[config.mk]
export PLATFORM = sky130hd
export DESIGN_NAME = vga_line_fetch
export DESIGN_NICKNAME = d
export VERILOG_FILES = /design/src/rtl/vga_line_fetch.sv
export SDC_FILE = /design/constraint.sdc
export NUM_CORES = 2
export LEC_CHECK = 0
export ABC_AREA = 0
export BUFFER_PORTS_ARGS = -buffer_cell sky130_fd_sc_hd__buf_2
export CORE_UTILIZATION = 25
export DETAILED_ROUTE_END_ITERATION = 10
export SLEW_MARGIN = 20
export SYNTH_ARGS = -nofsm -noshare
export SYNTH_HDL_FRONTEND = slang
export SYNTH_SLANG_ARGS = --single-unit
[constraint.sdc]
create_clock -name clk_i -period 4.7 [get_ports clk_i]
set_input_delay 0.47 -clock clk_i [delete_from_list [all_inputs] [get_ports clk_i]]
set_output_delay 0.47 -clock clk_i [all_outputs]
set_load 0.05 [all_outputs]
[src/rtl/vga_line_fetch.sv]
// Wishbone line prefetcher: fills the hidden bank of a double-buffered line, then swaps banks on completion.
// Zero-wait line takes WORDS bus cycles plus one swap cycle; a stalled ack simply holds the bus request.
module vga_line_fetch #(
  parameter logic [31:0] VGA_MEMBASE = 32'hc0000000,
  parameter int          WORDS       = 40,
  parameter int          IDXW        = 6
) (
  input  logic            clk_i,
  input  logic            rst_i,
  input  logic            line_start,
  input  logic [31:0]     line_addr,
  output logic            busy,
  output logic            done,
  output logic            overrun,
  input  logic            overrun_clr,
  output logic            cyc_o,
  output logic            stb_o,
  output logic            we_o,
  output logic [3:0]      sel_o,
  output logic [31:0]     adr_o,
  input  logic [31:0]     dat_i,
  input  logic            ack_i,
  input  logic [IDXW-1:0] rd_idx,
  output logic [31:0]     rd_data,
  output logic            disp_bank
);

  typedef enum logic [1:0] {S_IDLE, S_BUS, S_DONE} state_t;

  localparam logic [IDXW-1:0] LAST_IDX = IDXW'(WORDS - 1);

  state_t          r_state;
  logic [IDXW-1:0] r_cnt;
  logic [31:0]     r_adr;
  logic            r_cyc;
  logic            r_busy;
  logic            r_done;
  logic            r_ovr;
  logic            r_disp;
  logic [31:0]     r_rd;
  logic [31:0]     r_mem [2][WORDS];
  logic            w_fill;
  logic            w_wr;

  assign w_fill = ~r_disp;
  assign w_wr   = !rst_i && (r_state == S_BUS) && ack_i;

  always_ff @(posedge clk_i) begin
    if (rst_i) begin
      r_state <= S_IDLE;
      r_cnt   <= '0;
      r_adr   <= '0;
      r_cyc   <= 1'b0;
      r_busy  <= 1'b0;
      r_done  <= 1'b0;
      r_ovr   <= 1'b0;
      r_disp  <= 1'b0;
    end else begin
      // A fresh overrun outranks a clear arriving in the same cycle.
      if (line_start && (r_state != S_IDLE))
        r_ovr <= 1'b1;
      else if (overrun_clr)
        r_ovr <= 1'b0;

      case (r_state)
        S_IDLE: begin
          if (line_start) begin
            r_adr   <= VGA_MEMBASE + line_addr;
            r_cnt   <= '0;
            r_cyc   <= 1'b1;
            r_busy  <= 1'b1;
            r_state <= S_BUS;
          end
        end
        S_BUS: begin
          if (ack_i) begin
            if (r_cnt == LAST_IDX) begin
              r_cyc   <= 1'b0;
              r_done  <= 1'b1;
              r_state <= S_DONE;
            end else begin
              r_cnt <= r_cnt + 1'b1;
              r_adr <= r_adr + 32'd4;
            end
          end
        end
        S_DONE: begin
          r_done  <= 1'b0;
          r_busy  <= 1'b0;
          r_disp  <= ~r_disp;
          r_state <= S_IDLE;
        end
        default: r_state <= S_IDLE;
      endcase
    end
  end

  // Line storage is deliberately left uninitialised across reset.
  always_ff @(posedge clk_i) begin
    if (w_wr)
      r_mem[w_fill][r_cnt] <= dat_i;
  end

  always_ff @(posedge clk_i) begin
    if (rst_i)
      r_rd <= '0;
    else if (rd_idx > LAST_IDX)
      r_rd <= '0;
    else
      r_rd <= r_mem[r_disp][rd_idx];
  end

  assign busy      = r_busy;
  assign done      = r_done;
  assign overrun   = r_ovr;
  assign cyc_o     = r_cyc;
  assign stb_o     = r_cyc;
  assign we_o      = 1'b0;
  assign sel_o     = 4'hf;
  assign adr_o     = r_adr;
  assign rd_data   = r_rd;
  assign disp_bank = r_disp;

endmodule

==> metrics.txt <==
Hold Crit Class=in -> reg; Total Routed Length=282000 um; die area=0.407 mm2; 1st-iter DRT viols=roughly 6500; via count=51100; TNS Setup=0 ns; clock latency on the worst-skew pair=0.86 ns; final hold viol count=0; GP Congestion=0.821; FF+latch count, synth=2638; CTS Buffer Depth=4; max-slew violation count=0; max-cap violations=0; post-layout instance area=0.119 mm2; number of flops mapped to enable cells by yosys=2560; CTS resizes=0; first-pass GRT wire length=around 400000 um; reg2reg path depth=7; post-CTS setup buffer count=0; GRT Total Usage=0.135; worst hold margin=0.0476 ns; worst vdd ir=272 uV; final setup fails=0; FP Rows=around 230; vias in the first global route=51200; Peak Freq=231 MHz; critical path fanouts, max=50; power density over cell area=roughly 410 mW/mm2; fillers=between 30000 and 40000; arrival time at the worst endpoint=~4.9 ns; CP startpoint kind=flop; Die X=638 um; Required @ worst endpoint=5.28 ns; RSZ-0062 raised after global routing=no; drt wl/cell=26.4 um; part of the cycle the worst path needs=0.921; Final Critical Period=4.33 ns; share of layout cells above drive strength 1=0.294; Mapped Area=approximately 0.10 mm2; dpl hpwl=166000 um; Static Leakage=between 30 and 40 nW; vias per inst=about 4.8; Min-Delay Path Depth=3; DRC violation count after routing=0; CTS tree=done; Syn-to-layout area delta=18.0%; Yosys cell types=67; top cells by area, synth=edfxtp_1 (76%), mux4_2 (15%), dfxtp_1 (1.5%); H-tree depth=5; post-synth top area cell=edfxtp_1; Synth warnings=0; syn avg cell area=21.8 um2; Final #Nets=5139; # clock sinks=~2600; clock root cell=clkbuf_16; top-count cell post-synth=edfxtp_1; placed inst area=0.110 mm2; Routed Antenna Nets=0; core area=between 0.4 and 0.5 mm2; asr flop ratio synth=0; register area share after synthesis=0.776; critical path class=reg -> reg; # port buffers=roughly 140; I/O pin cnt=150; Syn Inst Count=4639; Max-slew headroom=0.215; most common library cells after synthesis=edfxtp_1 (2560), mux4_2 (661), nand2_1 (232), nor2_1 (163), mux2i_1 (123); Setup Skew=0.0661 ns; post-synth top area share=0.761; Die Span Y=638 um; drt pass-1 iters=6; Worst Tran Pin Value=1.17 ns; remaining global-route overflow=0; Starting Density=0.251; initial antenna violation count=33; largest net degree at the start of global routing=99; outcome=finished, final reports clean; total CTS buffers=273; CP Capture Type=flop; ys flop type=edfxtp_1; hold buffer count at cts=25; Worst-path clk slew=roughly 0.06 ns
==> flip-flops by register name, summed over array words and instances, names as in the netlist, named ones only <==
name,cells
r_mem,2560
adr_o,32
rd_data,32
r_cnt,6
r_state,2
busy,1
cyc_o,1
disp_bank,1
done,1
overrun,1
==> layout by cell type (no fill, tap or decap), drive strengths merged, types with 24 or more instances in the layout <==
| cell | instances |
|---|---|
| a21oi | 62 |
| a31oi | 30 |
| buf | 374 |
| bufinv | 24 |
| clkbuf | 356 |
| clkinv | 78 |
| dfxtp | 78 |
| dlygate4sd3 | 25 |
| edfxtp | 2560 |
| inv | 31 |
| mux2 | 27 |
| mux2i | 123 |
| mux4 | 661 |
| nand2 | 232 |
| nand3 | 58 |
| nor2 | 163 |
| o21ai | 74 |
| o22ai | 58 |
==> worst paths after layout <==
path | start | slack, ns | to
worst max-delay path | flop | 0.37 | rd_data[13]
worst min-delay path | line_addr[2] | 0.05 | adr_o[2]
worst max register to register | flop | 0.37 | rd_data[13]
worst min register to register | adr_o[0] | 0.46 | adr_o[0]
==> area by class of cell <==
class                   instances  area (um2)  area share
diodes                         15        37.5    0.000315
flip-flops and latches       2638       78400       0.658
clock inverters               123        1290      0.0108
clock buffers                 356        7420      0.0622
multi-input cells            1734       21900       0.184
inverters                      16        67.6    0.000567
repair buffers                399        3290      0.0276
well taps                    5405        6760      0.0567
==> per-stage QoR <==
| step | power [mW] | cells | utilization | setup WS [ns] |
|---|---|---|---|---|
| after floorplan | 27.3 | 4642 | - | 1.38 |
| after global routing | 50.5 | 10700 | 0.296 | 0.218 |
| after CTS | 49.6 | 10700 | 0.296 | 0.261 |
| after detailed placement | 28.3 | 10200 | 0.274 | 0.207 |
| final | 49.3 | 10700 | 0.296 | 0.369 |
| after global placement | 28.3 | 10200 | 0.274 | 0.0633 |
==> cell families after synthesis <==
family,synth area share
AO/OA/AOI/OAI,0.0232
multiplexers,0.162
adder cells (fa/ha/maj),0.000248
AND/OR/NAND/NOR,0.0238
other,0.0000743
buffers and inverters,0.0137
flip-flops,0.776
XOR/XNOR,0.000520
==> power breakdown <==
group          switching, mW  internal (mW)  total [mW]  leakage (nW)
clock network           8.97           12.5        21.5          4.25
registers             0.0780           25.8        25.9          23.6
logic                   1.37          0.521        1.89          8.34
==> worst max-delay path, stage by stage, from the launching register on <==
cell and delay [ns]:
dfxtp_4 0.71, buf_4 0.36, buf_12 0.42, mux4_2 0.57, mux2i_1 0.25, o22ai_1 0.24
a211oi_1 0.93, nand2_1 0.53
==> metal layers <==
layer,global-route usage,part of all wire,up-vias
met5,0,0.00013,-
met3,0.0229,0.080,444
met2,0.220,0.48,2565
li1,-,-,20400
met4,0.0406,0.028,6
met1,0.184,0.41,27700
No activity file was read; power rests on OpenSTA's default activity.
